## src/rtl/raptor64_bcd_seq_pkg.sv

```systemverilog
// Shared encodings for the wide packed-BCD sequencer: FSM states and op select.
package raptor64_bcd_seq_pkg;
  typedef enum logic [1:0] {
    BCDS_IDLE = 2'd0,
    BCDS_RUN  = 2'd1,
    BCDS_DONE = 2'd2
  } bcds_state_e;

  localparam logic BCDOP_ADD = 1'b0;
  localparam logic BCDOP_SUB = 1'b1;
endpackage

```

## src/rtl/raptor64_bcd_seq_cells.sv

```systemverilog
// Two-digit packed-BCD add and subtract cells with decimal carry/borrow in and out.
module BCDAdd (
  input  logic       ci,
  input  logic [7:0] a,
  input  logic [7:0] b,
  output logic [7:0] o,
  output logic       c
);
  logic [4:0] s0, s1;
  logic       c0;
  always_comb begin
    s0 = {1'b0, a[3:0]} + {1'b0, b[3:0]} + {4'd0, ci};
    c0 = (s0 > 5'd9);
    if (c0) s0 = s0 + 5'd6;
    s1 = {1'b0, a[7:4]} + {1'b0, b[7:4]} + {4'd0, c0};
    c  = (s1 > 5'd9);
    if (c) s1 = s1 + 5'd6;
    o  = {s1[3:0], s0[3:0]};
  end
endmodule

module BCDSub (
  input  logic       ci,
  input  logic [7:0] a,
  input  logic [7:0] b,
  output logic [7:0] o,
  output logic       c
);
  logic [4:0] d0, d1;
  logic       c0;
  always_comb begin
    // the 5-bit difference is two's complement; bit 4 is the digit borrow
    d0 = {1'b0, a[3:0]} - {1'b0, b[3:0]} - {4'd0, ci};
    c0 = d0[4];
    if (c0) d0 = d0 + 5'd10;
    d1 = {1'b0, a[7:4]} - {1'b0, b[7:4]} - {4'd0, c0};
    c  = d1[4];
    if (c) d1 = d1 + 5'd10;
    o  = {d1[3:0], d0[3:0]};
  end
endmodule

```

## src/rtl/raptor64_bcd_seq.sv

```systemverilog
// Byte-serial packed-BCD add/subtract sequencer built on one BCDAdd and one BCDSub cell.
// Optional digit validity check enabled by defining RAPTOR64_BCD_CHECK_EN.
module raptor64_bcd_seq
  import raptor64_bcd_seq_pkg::*;
#(
  parameter int NBYTES = 8
) (
  input  logic                clk_i,
  input  logic                rst_i,
  input  logic                start_i,
  input  logic                op_i,
  input  logic [8*NBYTES-1:0] a_i,
  input  logic [8*NBYTES-1:0] b_i,
  input  logic                abort_i,
  output logic                busy_o,
  output logic                done_o,
  output logic [8*NBYTES-1:0] o,
  output logic                c_o,
  output logic                err_o
);
  localparam int W  = 8 * NBYTES;
  localparam int CW = (NBYTES > 1) ? $clog2(NBYTES) : 1;

  bcds_state_e   state_q, state_d;
  logic [CW-1:0] cnt_q;
  logic [W-1:0]  a_q, b_q, acc_q, acc_d, o_q;
  logic          op_q, cy_q, c_q;
  logic [7:0]    a_byte, b_byte, add_o, sub_o, res_byte;
  logic          add_c, sub_c, cell_c, last, accept;

  assign accept = start_i && (state_q != BCDS_RUN);
  assign last   = (cnt_q == CW'(NBYTES - 1));
  assign a_byte = a_q[8*cnt_q +: 8];
  assign b_byte = b_q[8*cnt_q +: 8];

  BCDAdd u_add (.ci(cy_q), .a(a_byte), .b(b_byte), .o(add_o), .c(add_c));
  BCDSub u_sub (.ci(cy_q), .a(a_byte), .b(b_byte), .o(sub_o), .c(sub_c));

  assign res_byte = (op_q == BCDOP_SUB) ? sub_o : add_o;
  assign cell_c   = (op_q == BCDOP_SUB) ? sub_c : add_c;

  always_comb begin
    acc_d = acc_q;
    acc_d[8*cnt_q +: 8] = res_byte;
  end

  always_comb begin
    state_d = state_q;
    case (state_q)
      BCDS_IDLE: if (start_i) state_d = BCDS_RUN;
      BCDS_RUN: begin
        if (abort_i)   state_d = BCDS_IDLE;
        else if (last) state_d = BCDS_DONE;
      end
      BCDS_DONE: state_d = start_i ? BCDS_RUN : BCDS_IDLE;
      default:   state_d = BCDS_IDLE;
    endcase
  end

  always_ff @(posedge clk_i) begin
    if (rst_i) begin
      state_q <= BCDS_IDLE;
      cnt_q   <= '0;
      a_q     <= '0;
      b_q     <= '0;
      acc_q   <= '0;
      op_q    <= BCDOP_ADD;
      cy_q    <= 1'b0;
      o_q     <= '0;
      c_q     <= 1'b0;
    end else begin
      state_q <= state_d;
      if (accept) begin
        a_q   <= a_i;
        b_q   <= b_i;
        op_q  <= op_i;
        cnt_q <= '0;
        cy_q  <= 1'b0;
      end else if (state_q == BCDS_RUN && !abort_i) begin
        acc_q <= acc_d;
        cy_q  <= cell_c;
        cnt_q <= cnt_q + CW'(1);
        // the visible result only moves when the final byte lands
        if (last) begin
          o_q <= acc_d;
          c_q <= cell_c;
        end
      end
    end
  end

`ifdef RAPTOR64_BCD_CHECK_EN
  logic bad_in, bad_q, err_q;
  always_comb begin
    bad_in = 1'b0;
    for (int i = 0; i < 2*NBYTES; i++)
      if (a_i[4*i +: 4] > 4'd9 || b_i[4*i +: 4] > 4'd9) bad_in = 1'b1;
  end

  always_ff @(posedge clk_i) begin
    if (rst_i) begin
      bad_q <= 1'b0;
      err_q <= 1'b0;
    end else if (accept) begin
      bad_q <= bad_in;
      err_q <= 1'b0;
    end else if (state_q == BCDS_RUN) begin
      if (abort_i)   err_q <= 1'b0;
      else if (last) err_q <= bad_q;
    end
  end
  assign err_o = err_q;
`else
  assign err_o = 1'b0;
`endif

  assign busy_o = (state_q == BCDS_RUN);
  assign done_o = (state_q == BCDS_DONE);
  assign o      = o_q;
  assign c_o    = c_q;
endmodule
```

## config.mk

```make
export PLATFORM = sky130hd
export DESIGN_NAME = raptor64_bcd_seq
export DESIGN_NICKNAME = d
export VERILOG_FILES = /design/src/rtl/raptor64_bcd_seq_pkg.sv /design/src/rtl/raptor64_bcd_seq_cells.sv /design/src/rtl/raptor64_bcd_seq.sv
export SDC_FILE = /design/constraint.sdc
export NUM_CORES = 1
export LEC_CHECK = 0
export BUFFER_PORTS_ARGS = -buffer_cell sky130_fd_sc_hd__buf_2
export CORE_AREA = 5 5 154 156
export DETAILED_ROUTE_END_ITERATION = 10
export DIE_AREA = 0 0 159 161
export PLACE_DENSITY = 0.81
export SYNTH_ARGS = -nofsm -noshare
export SYNTH_HDL_FRONTEND = slang
export SYNTH_SLANG_ARGS = --single-unit
```

## constraint.sdc

```tcl
create_clock -name clk_i -period 7.8 [get_ports clk_i]
set_clock_uncertainty 0.15 [all_clocks]
set_input_delay 1.17 -clock clk_i [delete_from_list [all_inputs] [get_ports clk_i]]
set_output_delay 1.17 -clock clk_i [all_outputs]
set_load 0.005 [all_outputs]
```

==> flow_summary.toml, run 1 <==
[clock_tree]
clkSinkCount = 264
cts_tree = "done"
post_cts_resized = 0
numCtsBuffers = 28
holdBufCountCts = 0
post_cts_buffers = 0
ctsHtreeMaxLevel = 1
clk_latency_ps = 550
cts_buffer_depth = 3
clockRootBuffer = "clkbuf_16"
clk_pin_slew_ps = 60

[sta]
slew_violations = 0
worst_slew_pin_slew_ps = 1170
fmax_mhz = 153
period_needed_ps = 6540
hold_viol = 0
setup_tns_ps = 0
min_period_over_period = 0.838
relSlewSlack = 0.219
setup_viol = 0
rsz0062_at_grt = "false"

[detailed_routing]
dr.pass1.iters = 6
ant_nets = 0
viasPerCell = 5.74
drc_errors = 0
wire_per_inst_um = 17.3
drt_iter0_markers = 949
vias = 11000
routed_wl_um = 33100

[yosys]
yosysUniqueCellTypes = 61
syn_area_um2 = 12000
yosysWarnings = 0
netlist_instances = 1478
synthArstFlopShare = 0
ys_seq_area_frac = 0.441
synth_nets = 1641
synthFlopType = "dfxtp_1"
synth_seq_cells = 264
synth_area_per_cell_um2 = 8.12
synth_edf_count = 0

[floorplan]
die_w_um = 159
num_rows = 55
die_h_um = 161
dieArea_um2 = 25600
start_util = 0.540
core_area_um2 = 22200
ios = 201

[setup_path]
cp-end-kind = "register"
critical_path.max_fanout = 21
crit_top_cell = "fa_1"
cp.required_ps = 8120
cp_num_buf_inv = 4
r2r_slack_ps = 1260
path_cells = "buf_4 -> mux4_2 -> nand2_1 -> and2_1 -> inv_1 -> fa_1 -> fa_1 -> nor2b_1 -> o21ai_0 -> nand2_1 -> a21oi_1 -> fa_1 -> inv_1 -> fa_1 -> xnor2_1 -> inv_1 -> ha_1 -> a221oi_1 -> or3b_4 -> mux2i_2 -> nand3_1 -> a21oi_1"
rr_endpoint = "o[6]"
crit_slowest_cell = "mux2i_2"
path_class = "register to register"
worstPathArrival_ps = 6860
cp-startpoint = "cnt_q[0]"
start_kind = "register"
r2r-start = "cnt_q[0]"
cpLargestDelayFamily = "adder cells"
cp.depth = 22
reg2reg_depth = 22
critPathCapture = "o[6]"
critical_path.max_stage_delay_ps = 780

[finish]
layout_commonest_cell = "nand2_1"
n_fill_cell = 1900
multi_input_area_um2 = 6140
final_cells = 1917
nets = 1773
num_antenna_cells = 0
drive_gt1_frac = 0.192
syn2layout_area_growth_pct = 17.0
mostFrequentLayoutCells = "400 x nand2_1, 262 x dfxtp_1, 237 x a21oi_1"
regArea_um2 = 5290

[global_route]
antenna_found_initial = 1
grt_pass1_wl_um = 53500
grt_use_total = 0.246
grt_overflow = 0
grt_max_degree = 131
grt_pass1_vias = 10600

[pwr]
leakagePower_nw = 5.54
power_frac_seq = 0.430
combinationalPowerShare = 0.134
p_clk_frac = 0.437
ir_drop_v = 0.000158
netSwitchingFraction = 0.261
power_density_nw_per_um2 = 235
p_switching_w = 0.000861
p_int_w = 0.00244

[placed_design]
routabilityCongestion = 0.873
portBuffers = 199
dp_hpwl_um = 22500
dp_cells = 1865

[outcome]
outcome = "completed"

[worst_hold_path]
hold_class = "register to register"
hold_path_depth = 2

[flow_run]
maxCapViolations = 0
cells in the mapped netlist (all sizes together) (2+ instances only):
cell type / number / share of area
a2111oi: 3 / 0.0022
a211oi: 31 / 0.021
a21o: 2 / 0.0013
a21oi: 240 / 0.10
a311oi: 14 / 0.010
a31oi: 9 / 0.0047
and2: 14 / 0.0073
and3: 2 / 0.0010
and4: 3 / 0.0022
buf: 23 / 0.011
clkbuf: 89 / 0.028
clkinv: 3 / 0.00094
dfxtp: 264 / 0.44
fa: 8 / 0.013
ha: 22 / 0.023
inv: 29 / 0.0091
mux2: 4 / 0.0044
mux2i: 12 / 0.011
mux4: 30 / 0.057
nand2: 402 / 0.13
nand2b: 9 / 0.0047
nand3: 19 / 0.0079
nand4: 5 / 0.0026
nor2: 96 / 0.030
nor2b: 11 / 0.0057
nor3: 18 / 0.0075
nor3b: 8 / 0.0054
nor4: 4 / 0.0021
o211ai: 3 / 0.0019
o21ai: 49 / 0.020
o22ai: 8 / 0.0042
o31ai: 2 / 0.0017
o41ai: 8 / 0.0071
or3: 5 / 0.0026
or4: 3 / 0.0019
xnor2: 10 / 0.0079
xor2: 5 / 0.0037
metrics by stage:
stage          setup slack, ps   util  hold slack (ps)  instance area [µm²]  total power, W
6_report                  1260  0.631              303                14000         0.00330
5_1_grt                    802  0.631              320                14000         0.00343
4_1_cts                   1270  0.631              304                14000         0.00331
3_5_place_dp              1360  0.586              295                13000         0.00188
3_3_place_gp              1530  0.586              289                13000         0.00187
2_1_floorplan             1900      -              282                12000         0.00176
flip-flops by register name, indices dropped and copies added (netlist names):
name	count
op_q	1
cnt_q	3
c_o	1
acc_q	64
a_q	64
state_q	2
o	64
b_q	64
cy_q	1
power groups by stage:
stage / Combinational, W / Clock, W / Sequential, W
2_1_floorplan: 0.000324 / 0 / 0.00144
3_3_place_gp: 0.000424 / 0 / 0.00145
3_5_place_dp: 0.000434 / 0 / 0.00145
4_1_cts: 0.000437 / 0.00145 / 0.00142
5_1_grt: 0.000486 / 0.00152 / 0.00142
6_report: 0.000441 / 0.00144 / 0.00142
metal layers:
| metal | vias to the layer above | part of all wire | global-route usage |
|---|---|---|---|
| met1 | 5177 | 0.42 | 0.335 |
| li1 | 5322 | - | - |
| met4 | 2 | 0.025 | 0.0640 |
| met3 | 62 | 0.078 | 0.0457 |
| met2 | 441 | 0.47 | 0.408 |
| met5 | - | 0.00039 | 0 |
area by class of cell:
type                    count  area share
multi-input cells        1070       0.438
clock buffers              41      0.0577
well taps                 285      0.0254
inverters                  32     0.00856
repair buffers            214      0.0795
clock inverters            11      0.0142
flip-flops and latches    264       0.377
worst reg2reg max path: cells and delay by family (launching register included):
| kind | cells | cell delay (ps) |
|---|---|---|
| xor gates and xnor gates | 1 | 310 |
| AOI/OAI and AO/OA | 4 | 870 |
| buffers and inverters | 4 | 590 |
| adders and majority gates | 5 | 1720 |
| DFF | 1 | 750 |
| and+or+nand+nor | 6 | 960 |
| muxes | 2 | 1120 |
worst min-delay path by stage:
stage | slack, ps | endpoint | from
CTS | 300 | b_q[50] | b_q[50]
global placement | 290 | b_q[34] | b_q[34]
global route | 320 | a_q[62] | a_q[62]
floorplan | 280 | a_q[41] | a_q[41]
finish | 300 | b_q[25] | b_q[25]
detailed placement | 300 | b_q[50] | b_q[50]
cells by family after synthesis:
| group | share of synthesized area |
|---|---|
| simple gates | 0.209 |
| compound gates | 0.181 |
| flops | 0.441 |
| buf+inv | 0.0485 |
| mux | 0.0727 |
| fa+ha+maj | 0.0363 |
| xor+xnor | 0.0116 |
| other cells | 0.000313 |
(Power assumes the default switching activity.)
==> run 2, diff against run 1 <==
==> constraint.sdc (replaced) <==
create_clock -name clk_i -period 6.35 [get_ports clk_i]
set_clock_uncertainty 0.15 [all_clocks]
set_input_delay 0.9525 -clock clk_i [delete_from_list [all_inputs] [get_ports clk_i]]
set_output_delay 0.9525 -clock clk_i [all_outputs]
set_load 0.005 [all_outputs]
==> run 2 against run 1 <==
Against the previous run:
- die area unchanged
- non-clock buffer count up 6
- critical path depth did not move
- maximum frequency up 10%
- clock-buffer cell count is 5 lower
- wire length up 2.1%
- first-iteration DRC count up 14%
- combinational power increased by 24%
- core utilization fell by 0.27 points
==> flow_summary.toml, run 2 (synthesis results as in run 1) <==
[sta]
slew_violations = 0
relSlewSlack = 0.226
setup_viol = 0
whs_ps = 300
hold_viol = 0
rsz0062_at_grt = "false"
min_period_over_period = 0.934
setup_ws_ps = 421
worst_slew_pin_slew_ps = 1160
fmax_mhz = 169
setup_tns_ps = 0
period_needed_ps = 5930

[setup_path]
path_class = "register to register"
worstPathArrival_ps = 6140
path_cells = "buf_4 -> mux4_2 -> nand2_1 -> and2_1 -> inv_1 -> fa_1 -> fa_1 -> nor2b_1 -> o21ai_0 -> nand2_1 -> a21oi_1 -> fa_1 -> inv_1 -> fa_1 -> xnor2_1 -> inv_1 -> ha_1 -> a221oi_1 -> or3b_4 -> xnor2_2 -> mux2i_4 -> a211oi_1"
cp_num_buf_inv = 4
crit_top_cell = "fa_1"
critical_path.max_stage_delay_ps = 540
critical_path.max_fanout = 16
cp-end-kind = "register"
cpLargestDelayFamily = "adder cells"
crit_slowest_cell = "dfxtp_2"
start_kind = "register"
reg2reg_depth = 22
cp.depth = 22
cp.required_ps = 6560

[finish]
layout_commonest_cell = "nand2_1"
num_antenna_cells = 0
nets = 1778
drive_gt1_frac = 0.192
mostFrequentLayoutCells = "400 x nand2_1, 262 x dfxtp_1, 237 x a21oi_1"
syn2layout_area_growth_pct = 16.5
final_util = 0.628

[detailed_routing]
drc_errors = 0
dr.pass1.iters = 7
wire_per_inst_um = 17.6
routed_wl_um = 33800
vias = 11000
viasPerCell = 5.77
ant_nets = 0
drt_iter0_markers = 1079

[clock_tree]
post_cts_resized = 0
cts_tree = "done"
post_cts_buffers = 0
cts_buffer_depth = 3
clkSinkCount = 264
numCtsBuffers = 27
clk_pin_slew_ps = 60
holdBufCountCts = 0
ctsHtreeMaxLevel = 1
clockRootBuffer = "clkbuf_16"
clk_latency_ps = 550

[global_route]
antenna_found_initial = 1
grt_overflow = 0
grt_max_degree = 120
grt_pass1_wl_um = 54000
grt_use_total = 0.250
grt_pass1_vias = 10800

[placed_design]
pre_cts_ws_ps = 515
dp_hpwl_um = 23300
portBuffers = 199
routabilityCongestion = 0.893

[pwr]
p_switching_w = 0.00103
combinationalPowerShare = 0.140
power_density_nw_per_um2 = 281
leakagePower_nw = 5.51
p_int_w = 0.00289
netSwitchingFraction = 0.262
design_power_total_w = 0.00392
p_clk_frac = 0.416
power_frac_seq = 0.444
ir_drop_v = 0.000189

[floorplan]
die_w_um = 159
dieArea_um2 = 25600
ios = 201
start_util = 0.540
core_area_um2 = 22200
die_h_um = 161
num_rows = 55

[flow_run]
maxCapViolations = 0

[worst_hold_path]
hold_path_depth = 2
hold_class = "register to register"

[outcome]
outcome = "completed"
[run 2: through the flow]
stage | std cells | instance area [µm²]
after floorplan | 1478 | 12000
after global placement | 1871 | 13100
after detailed placement | 1871 | 13100
after CTS | 1916 | 14000
after global routing | 1916 | 14000
final | 1916 | 14000
[run 2: layer usage]
layer / GRT usage / routed length, µm
met1: 0.330 / 13900
met3: 0.0459 / 2790
met4: 0.0717 / 794
met5: 0 / 13
met2: 0.422 / 16300
[run 2: power groups by stage]
stage / sequential, W / combinational (W) / clock, W
2_1_floorplan: 0.00176 / 0.000398 / 0
3_3_place_gp: 0.00178 / 0.000525 / 0
3_5_place_dp: 0.00178 / 0.000537 / 0
4_1_cts: 0.00174 / 0.000542 / 0.00164
5_1_grt: 0.00175 / 0.000603 / 0.00172
6_report: 0.00174 / 0.000549 / 0.00163
[run 2: cell type report]
class | count | area (µm²)
clock buffers | 36 | 739
repair buffers | 220 | 1160
well taps | 285 | 357
inverters | 32 | 120
clock inverters | 9 | 164
fillers | 1884 | 8260
multi-input cells | 1070 | 6140
flip-flops and latches | 264 | 5290
[run 2: path summary, 6_finish.rpt]
| path | from | to | slack, ps |
|---|---|---|---|
| hold / removal | o[51] | o[51] | 300 |
| setup / recovery | cnt_q[0] | acc_q[29] | 420 |
| hold reg to reg | o[51] | o[51] | 300 |
| setup reg to reg | cnt_q[0] | acc_q[29] | 420 |
[run 2: worst register-to-register path, stage by stage (launching register included)]
cell,delay (ps)
dfxtp_2,540
buf_4,290
mux4_2,320
nand2_1,70
and2_1,170
inv_1,60
fa_1,400
fa_1,430
nor2b_1,150
o21ai_0,260
nand2_1,140
a21oi_1,180
fa_1,260
inv_1,70
fa_1,420
xnor2_1,290
inv_1,80
ha_1,240
a221oi_1,310
or3b_4,230
xnor2_2,80
mux2i_4,440
a211oi_1,160
